File: src/rtl/box_plotter.sv
// box_plotter
//
// Pixel-sweep engine feeding a 160x120 VGA adapter. It arbitrates draw
// requests from two players and a full-screen clear. For each accepted
// operation it emits one pixel per cycle in row-major order, then pulses done.
//
// Ports
//   clk, resetn          : clock, synchronous active-low reset
//   req0/1, step0/1,
//   lane0/1, col0/1      : player draw requests. Fields are held stable until ack.
//   clear_req            : full-screen clear request, held until clear_ack
//   ack0/1, clear_ack    : combinational accept strobes, asserted only in IDLE
//   x, y, colour, plot   : registered pixel stream to the VGA adapter
//   busy                 : high while a sweep is in progress
//   done                 : one-cycle pulse in the first IDLE cycle after an op
//   bad                  : pulses with done when the accepted step was > 32
module box_plotter #(
  parameter int         BOX_W     = 16,
  parameter int         BOX_H     = 3,
  parameter logic [2:0] BG_COLOUR = 3'b000
) (
  input  logic       clk,
  input  logic       resetn,
  input  logic       req0,
  input  logic       req1,
  input  logic [5:0] step0,
  input  logic [5:0] step1,
  input  logic       lane0,
  input  logic       lane1,
  input  logic [2:0] col0,
  input  logic [2:0] col1,
  input  logic       clear_req,
  output logic       ack0,
  output logic       ack1,
  output logic       clear_ack,
  output logic [7:0] x,
  output logic [6:0] y,
  output logic [2:0] colour,
  output logic       plot,
  output logic       busy,
  output logic       done,
  output logic       bad
);

  typedef enum logic [1:0] {S_IDLE, S_DRAW, S_CLEAR} state_t;

  state_t     state_q;
  logic       rr_q;        // 1: player 1 was granted last
  logic [7:0] x0_q;
  logic [6:0] y0_q;
  logic [2:0] col_q;
  logic [7:0] cx_q;        // offset of the pixel currently on the outputs
  logic [6:0] cy_q;
  logic [7:0] x_q;
  logic [6:0] y_q;
  logic [2:0] colour_q;
  logic       plot_q;
  logic       done_q;
  logic       bad_q;

  // Arbitration: clear first, then round-robin between the players.
  logic idle;
  logic gnt_clr, gnt0, gnt1;

  assign idle    = (state_q == S_IDLE) && resetn;
  assign gnt_clr = idle && clear_req;
  assign gnt0    = idle && !clear_req && req0 && (!req1 || rr_q);
  assign gnt1    = idle && !clear_req && req1 && (!req0 || !rr_q);

  // Fields of the granted player
  logic [5:0] sel_step;
  logic       sel_lane;
  logic [2:0] sel_col;
  logic [6:0] step7;
  logic [7:0] x0_d;
  logic [6:0] y0_d;
  logic       step_bad;

  assign sel_step = gnt1 ? step1 : step0;
  assign sel_lane = gnt1 ? lane1 : lane0;
  assign sel_col  = gnt1 ? col1  : col0;
  assign step_bad = sel_step > 6'd32;
  assign x0_d     = (gnt1 ? 8'd80 : 8'd0) + (sel_lane ? 8'd48 : 8'd16);
  // 117 - 3*step. Only the low 7 bits reach the y output, and modular
  // arithmetic keeps those bits identical to the 8-bit computation.
  assign step7    = {1'b0, sel_step};
  assign y0_d     = 7'd117 - step7 * 7'd3;

  // Sweep bounds depend on whether we are filling a box or the screen.
  logic [7:0] x_last;
  logic [6:0] y_last;
  logic       row_end;
  logic       sweep_end;
  logic [7:0] cx_d;
  logic [6:0] cy_d;

  assign x_last    = (state_q == S_CLEAR) ? 8'd159 : 8'(BOX_W - 1);
  assign y_last    = (state_q == S_CLEAR) ? 7'd119 : 7'(BOX_H - 1);
  assign row_end   = (cx_q == x_last);
  assign sweep_end = row_end && (cy_q == y_last);
  assign cx_d      = row_end ? 8'd0 : cx_q + 8'd1;
  assign cy_d      = row_end ? cy_q + 7'd1 : cy_q;

  // The accept edge already loads pixel (0,0) onto the outputs. This places the
  // first plot in the cycle right after ack, with no gaps in the sweep.
  always_ff @(posedge clk) begin
    if (!resetn) begin
      state_q  <= S_IDLE;
      rr_q     <= 1'b1;
      x0_q     <= '0;
      y0_q     <= '0;
      col_q    <= '0;
      cx_q     <= '0;
      cy_q     <= '0;
      x_q      <= '0;
      y_q      <= '0;
      colour_q <= '0;
      plot_q   <= 1'b0;
      done_q   <= 1'b0;
      bad_q    <= 1'b0;
    end else begin
      done_q <= 1'b0;
      bad_q  <= 1'b0;
      case (state_q)
        S_IDLE: begin
          if (gnt_clr) begin
            x0_q     <= '0;
            y0_q     <= '0;
            col_q    <= BG_COLOUR;
            cx_q     <= '0;
            cy_q     <= '0;
            state_q  <= S_CLEAR;
            plot_q   <= 1'b1;
            x_q      <= '0;
            y_q      <= '0;
            colour_q <= BG_COLOUR;
          end else if (gnt0 || gnt1) begin
            rr_q  <= gnt1;
            x0_q  <= x0_d;
            y0_q  <= y0_d;
            col_q <= sel_col;
            cx_q  <= '0;
            cy_q  <= '0;
            if (step_bad) begin
              // Acknowledge and report, but never touch the screen.
              done_q <= 1'b1;
              bad_q  <= 1'b1;
            end else begin
              state_q  <= S_DRAW;
              plot_q   <= 1'b1;
              x_q      <= x0_d;
              y_q      <= y0_d;
              colour_q <= sel_col;
            end
          end
        end
        S_DRAW, S_CLEAR: begin
          if (sweep_end) begin
            state_q <= S_IDLE;
            plot_q  <= 1'b0;
            done_q  <= 1'b1;
          end else begin
            cx_q <= cx_d;
            cy_q <= cy_d;
            x_q  <= x0_q + cx_d;
            y_q  <= y0_q + cy_d;
          end
        end
        default: begin
          state_q <= S_IDLE;
          plot_q  <= 1'b0;
        end
      endcase
    end
  end

  assign ack0      = gnt0;
  assign ack1      = gnt1;
  assign clear_ack = gnt_clr;
  assign x         = x_q;
  assign y         = y_q;
  assign colour    = colour_q;
  assign plot      = plot_q;
  assign busy      = (state_q != S_IDLE);
  assign done      = done_q;
  assign bad       = bad_q;

endmodule

File: config.mk
export PLATFORM = sky130hd
export DESIGN_NAME = box_plotter
export DESIGN_NICKNAME = d
export VERILOG_FILES = /design/src/rtl/box_plotter.sv
export SDC_FILE = /design/constraint.sdc
export NUM_CORES = 1
export LEC_CHECK = 0
export ABC_AREA = 1
export CAP_MARGIN = 40
export CORE_MARGIN = 2
export CORE_UTILIZATION = 35
export DETAILED_ROUTE_END_ITERATION = 16
export GPL_TIMING_DRIVEN = 0
export PLACE_DENSITY = 0.6
export SLEW_MARGIN = 30
export SYNTH_ARGS = -nofsm -noshare
export SYNTH_HDL_FRONTEND = slang
export SYNTH_SLANG_ARGS = --single-unit
File: constraint.sdc
create_clock -name clk -period 3.2 [get_ports clk]
set_input_delay 0.64 -clock clk [delete_from_list [all_inputs] [get_ports clk]]
set_output_delay 0.64 -clock clk [all_outputs]
set_load 0.005 [all_outputs]
==> results of run 1 <==
[cell usage after synthesis (5+ instances only)]
cell type	n
nand3_1	29
nand2_1	85
nor2_1	54
inv_2	5
ha_1	23
nand2_2	11
a211oi_1	9
clkbuf_1	5
dfxtp_1	50
xor2_1	9
o21ai_0	39
inv_1	58
or2_2	6
a21oi_1	45
[timing repair]
action / 4_1_cts / 5_1_grt
setup endpoints to repair: 5 / 5
cloned: 0 / 0
buffers inserted: 5 / 3
gates resized for setup: 7 / 16
pin swaps: 4 / 10
[where the power goes]
| group | total [mW] | switching [mW] | internal, mW |
|---|---|---|---|
| sequential | 0.977 | 0.150 | 0.827 |
| clock | 0.422 | 0.223 | 0.199 |
| combinational | 1.72 | 0.996 | 0.724 |
[kinds of logic after synthesis]
kind of cell | after synthesis
multiplexers | 1
flip-flops | 50
AO/OA/AOI/OAI | 107
XOR/XNOR | 11
AND/OR/NAND/NOR | 207
adder cells (fa/ha/maj) | 26
buffers and inverters | 80
[placed cells by master (no fill, tap or decap), types with 3 or more instances in the layout]
cell / n
or2_2: 5
nor2_4: 4
a211oi_1: 9
buf_2: 4
inv_2: 6
nor3_1: 4
dfxtp_1: 50
o21ai_0: 38
nand2_4: 4
a21oi_1: 43
buf_4: 8
inv_1: 57
clkbuf_1: 5
clkbuf_8: 7
nand2_1: 83
nand3_2: 4
inv_4: 3
ha_1: 20
clkdlybuf4s50_1: 46
nor2_1: 52
o22ai_1: 3
nand3_1: 28
a21oi_2: 3
xor2_1: 9
nand4_1: 4
nand2_2: 13
[state kept, by name, summed over array words and instances, names as in the netlist]
name / count
bad: 1
colour: 3
cx_q: 8
cy_q: 7
done: 1
plot: 1
rr_q: 1
state_q: 2
x: 8
x0_q: 4
y: 7
y0_q: 7
[critical path, stage by stage]
cell	delay, ns
clkdlybuf4s50_1	0.46
nor2_4	0.15
nand2_4	0.08
buf_8	0.15
mux2i_2	0.16
or2_4	0.26
nand2_2	0.07
inv_1	0.06
fa_2	0.38
nor2_4	0.12
nor2_1	0.05
nor2_1	0.14
nor2_1	0.07
nand2_1	0.08
nand3_2	0.09
nand2_2	0.08
nand3_1	0.08
a21oi_1	0.14
[through the flow]
stage / cells / area, um2 / util
floorplan: 482 / 3330 / -
global placement: 660 / 3980 / 0.430
detailed placement: 660 / 3980 / 0.430
CTS: 673 / 4140 / 0.448
global route: 676 / 4220 / 0.457
finish: 676 / 4220 / 0.457
[layer usage]
metal / up-vias / routed length, um / track usage
li1: 1702 / - / -
met1: 1515 / 4120 / 0.222
met2: 81 / 4290 / 0.314
met3: 15 / 360 / 0.0297
met4: 0 / 199 / 0.0603
met5: - / 0 / 0
[final timing paths]
kind | from | to | slack [ns]
max | clear_req | y[5] | 0.17
min | x0_q[7] | x0_q[7] | 0.46
max reg2reg | state_q[0] | y[5] | 0.19
min reg2reg | x0_q[7] | x0_q[7] | 0.46
[area by class of cell]
type                    count  area (um2)
fillers                   970        5020
inverters                  68         263
well taps                 129         161
multi-input cells         352        2060
clock buffers               7        96.3
flip-flops and latches     50        1000
repair buffers             57         554
plain buffers              12        76.3
clock inverters             1        8.76
==> results by group, run 1 <==
Outcome
  • Status: complete, no violations

Yosys
  • Area share of the largest cell type after synthesis: 0.301
  • Syn. warnings: 0
  • Post-synthesis mux area share: 0.00301
  • Number of synthesized register bits: 50
  • Simple-Gate Fraction of Synth Area: 0.286
  • Ys flop type: dfxtp_1
  • Syn_nets: 533
  • Top post-synthesis cells by area: dfxtp_1 (30%), nand2_1 (9.6%), ha_1 (8.7%)
  • Cells after synthesis: 482
  • Register area share after synthesis: 0.301
  • Synth unique cells: 36
  • Largest area contributor in the netlist: dfxtp_1
  • Synth Area in Compound Gates: 0.176
  • Fraction of registers with async set/reset: 0
  • Post-Syn Area: 0.00333 mm2
  • Post-synth EDFFs: 0
  • Avg Synthesized Cell Area: 6.90 um2
  • Synth Area in XOR/XNOR: 0.0290
  • Post-synthesis adder-cell area fraction: 0.105
  • Main combinational cell family by area after synthesis: simple AND/OR/NAND/NOR gates

Floorplanning
  • Starting Density: 0.360
  • Die height: slightly above 100 um
  • Die W: around 100 um
  • Core footprint: around 0.0092 mm2
  • Row cnt: 35
  • IO Count: 50
  • Die area: 0.0103 mm2

Hold path
  • Hold Path Stages: 2
  • Worst min-delay path class: reg2reg

Timing
  • Fin crit period: 3.03 ns
  • Fin. max-slew vios: 0
  • Setup tns final: 0 ns
  • Slew at the pin closest to its max-slew limit: 0.644 ns
  • Rel. slew slack: 0.571
  • Skew final: approximately 0.0044 ns
  • WHS: around 0.46 ns
  • Final Hold Vio Count: 0
  • FMAX: around 330 MHz
  • Period Utilization, post-route: 0.948
  • Setup violations, final: 0
  • Final worst setup slack: 0.167 ns

Global routing
  • Overall Global Routing Usage: 0.179
  • First-pass GRT wire length: 14,600 um
  • Largest net degree at the start of global routing: 16
  • Vias in the first global route: ~3,200
  • Initial antenna violation count: 0
  • Grt ovf: 0

Route
  • Antenna Nets Post-Route: 0
  • Violation count after the first detailed-route iteration: 148
  • First-pass iteration count of the detailed router: 4
  • Drt drc: 0
  • Vias post-DR: 3,313
  • DR WL/cell: 13.3 um
  • WL final: 8970 um
  • Vias per inst: 4.90

CTS
  • Root buffer cell: clkbuf_8
  • CTS tree: yes
  • Clk Latency, worst-skew pair: approximately 0.3 ns
  • CTS buffer count: 5
  • CTS H-tree lvls: 2
  • Total clock sinks: 50
  • Clock-pin slew on the worst setup and hold paths: 0.09 ns
  • Hold_buf cts: 0
  • Maximum clock path buffer count: 2

Layout
  • Fin nets: 597
  • Number of diodes: 0
  • Area Growth Syn to Fin: 26.9%
  • Fraction of layout cells with a size suffix above 1: 0.137

Placement
  • Post-DP HPWL: 6970 um
  • PortBufs: between 40 and 50
  • Worst slack, placed: -0.626 ns
  • Routability cong.: 0.910

Setup path
  • Startpoint Class: input pin
  • CP arrival: 3.27 ns
  • Worst Reg-to-Reg Cells: 20
  • Critical path type: in2reg
  • Crit end category: flip-flop
  • CP required: 3.44 ns
  • CP max FO: 10

Pwr
  • PD cells: between 700 and 800 mW/mm2
  • Leakage power: ~1.9 nW
  • Design Power: 3.12 mW
  • Max VDD drop: 292 uV

Run
  • Max Cap Viol: 0
Note: power is estimated with default switching activity, not from simulation.
==> run 2, diff against run 1 <==
--- a/config.mk
+++ b/config.mk
@@ -7,7 +7,6 @@
 export LEC_CHECK = 0
 export ABC_AREA = 1
 export CAP_MARGIN = 40
-export CORE_MARGIN = 2
 export CORE_UTILIZATION = 35
 export DETAILED_ROUTE_END_ITERATION = 16
 export GPL_TIMING_DRIVEN = 0
==> results by group, run 2 (synthesis gave the netlist of run 1 again) <==
Layout
  • Area Growth Syn to Fin: 25.8%
  • Fraction of layout cells with a size suffix above 1: 0.130 (-0.00684)
  • Fillcell total: 966 (-0.41%)
  • Fin nets: 595 (-0.34%)
  • Commonest non-fill, non-tap cells in the layout: nand2_1 (84), inv_1 (58), nor2_1 (52)
  • Number of diodes: 0 (unchanged)
  • Commonest non-fill, non-tap cell in the layout: nand2_1
  • Fin cells: 674 (-0.30%)

CTS
  • Hold_buf cts: 0 (unchanged)
  • Root buffer cell: clkbuf_8
  • Clock-pin slew on the worst setup and hold paths: 0.09 ns (about the same)
  • Maximum clock path buffer count: 2 (unchanged)
  • CTS H-tree lvls: 2 (unchanged)
  • CTS buffer count: 5 (unchanged)
  • Clk Latency, worst-skew pair: 0.31 ns (about the same)
  • CTS tree: yes
  • Total clock sinks: 50 (unchanged)

Setup path
  • CP arrival: 3.31 ns (+0.04 ns)
  • Critical path type: in2reg
  • Crit path cell chain: clkdlybuf4s50_1, inv_1, a21oi_4, nand2_4, buf_6, o21ai_1, inv_1, ha_1, ha_4, inv_1, nor2_2, nor2_1, nor2_1, nor2_1, nand2_1, nand3_2, nand2_1, nand3_1, a21oi_1
  • Delay of the slowest cell on the worst path: 0.48 ns (+0.02 ns)
  • Crit end category: flip-flop
  • Startpoint Class: input pin
  • CP max FO: 10 (unchanged)
  • CP max stage cell: clkdlybuf4s50_1
  • CP required: 3.43 ns (about the same)

Timing
  • Rel. slew slack: 0.604 (+0.0336)
  • WHS: 0.472 ns (+0.00708 ns)
  • Setup tns final: 0 ns (unchanged)
  • Fin crit period: 3.07 ns (+0.0413 ns)
  • Setup violations, final: 0 (unchanged)
  • Skew final: 0.0147 ns (+0.0103 ns)
  • Final Hold Vio Count: 0 (unchanged)
  • Slew at the pin closest to its max-slew limit: 0.593 ns (-0.0504 ns)
  • Period Utilization, post-route: 0.961 (+0.0129)
  • FMAX: 325 MHz (-1.3%)
  • Fin. max-slew vios: 0 (unchanged)

Route
  • First-pass iteration count of the detailed router: 4 (unchanged)
  • Antenna Nets Post-Route: 0 (unchanged)
  • WL final: 8880 um (-1.1%)
  • Violation count after the first detailed-route iteration: 119 (-20%)
  • Drt drc: 0 (unchanged)
  • Vias post-DR: 3,255 (-1.8%)
  • Vias per inst: 4.83 (-1.5%)
  • DR WL/cell: 13.2 um (-0.77%)

Hold path
  • Worst min-delay path class: reg2reg

Floorplanning
  • Die area: 0.00990 mm2 (-3.9%)
  • Core footprint: 0.00924 mm2 (unchanged)
  • Starting Density: 0.360 (unchanged)
  • IO Count: 50 (unchanged)
  • Die W: 99.5 um (-2.0%)
  • Row cnt: 35 (unchanged)
  • Die height: 99.5 um (-2.0%)

Global routing
  • Overall Global Routing Usage: 0.187 (+0.00786)
  • Vias in the first global route: 3,108 (-2.0%)
  • Largest net degree at the start of global routing: 16 (unchanged)
  • Grt ovf: 0 (unchanged)
  • First-pass GRT wire length: 14,600 um (+0.34%)
  • Initial antenna violation count: 0 (unchanged)

Pwr
  • Design Power: 3.06 mW (-1.7%)
  • Max VDD drop: 328 uV (+12%)
  • Leakage power: 1.88 nW (-2.0%)
  • PD cells: 733 mW/mm2 (-0.86%)

Placement
  • Post-DP HPWL: 6990 um (+0.32%)
  • Routability cong.: 0.868 (-4.7%)
  • PortBufs: 49 (unchanged)
  • Placed insts: 660 (unchanged)

Outcome
  • Status: complete, no violations

Run
  • Max Cap Viol: 0 (unchanged)
-- run 2: power by group --
group / internal (mW) / switching, mW
logic: 0.719 / 0.988
registers: 0.827 / 0.155
clock network: 0.155 / 0.220
-- run 2: path summary, 6_finish.rpt --
| path | from | endpoint | slack (ns) | cells past startpoint |
|---|---|---|---|---|
| worst max-delay path | req1 | y[5] | 0.13 | 19 |
| worst min-delay path | y[5] | y[5] | 0.47 | 2 |
| worst max register to register | state_q[0] | y[5] | 0.25 | 20 |
| worst min register to register | y[5] | y[5] | 0.47 | 2 |
-- run 2: timing repair --
item / in CTS / in global routing
setup endpoints to repair: 5 / 5
pin swaps: 2 / 5
gates resized for setup: 7 / 13
buffers inserted: 2 / 4
-- run 2: per-layer routing --
metal | track usage | vias to the layer above | routed length (um)
met1 | 0.231 | 1480 | 4100
met2 | 0.342 | 71 | 4320
met5 | 0 | - | 0
li1 | - | 1697 | -
met4 | 0.0362 | 0 | 64
met3 | 0.0295 | 7 | 387
-- run 2: final cells by class --
cell class,count,area [um2],area share
Multi-Input combinational cell,352,2060,0.494
Sequential cell,50,1000,0.239
Timing Repair Buffer,55,534,0.128
Inverter,68,263,0.0628
Tap cell,129,161,0.0386
Clock buffer,6,72.6,0.0173
Buffer,12,72.6,0.0173
Clock inverter,2,13.8,0.00329
-- run 2: worst max-delay path, delay by kind of cell --
| family | cells | cell delay (ns) |
|---|---|---|
| buf+inv | 5 | 0.82 |
| simple gates | 9 | 0.80 |
| fa+ha+maj | 2 | 0.65 |
| compound gates | 3 | 0.40 |
-- run 2: through the flow --
| stage | setup slack [ns] | util | area (um2) |
|---|---|---|---|
| floorplan | 0.270 | - | 3330 |
| global placement | -0.610 | 0.430 | 3980 |
| detailed placement | -0.636 | 0.430 | 3980 |
| CTS | 0.00645 | 0.443 | 4100 |
| global route | -0.0225 | 0.453 | 4180 |
| finish | 0.126 | 0.453 | 4180 |
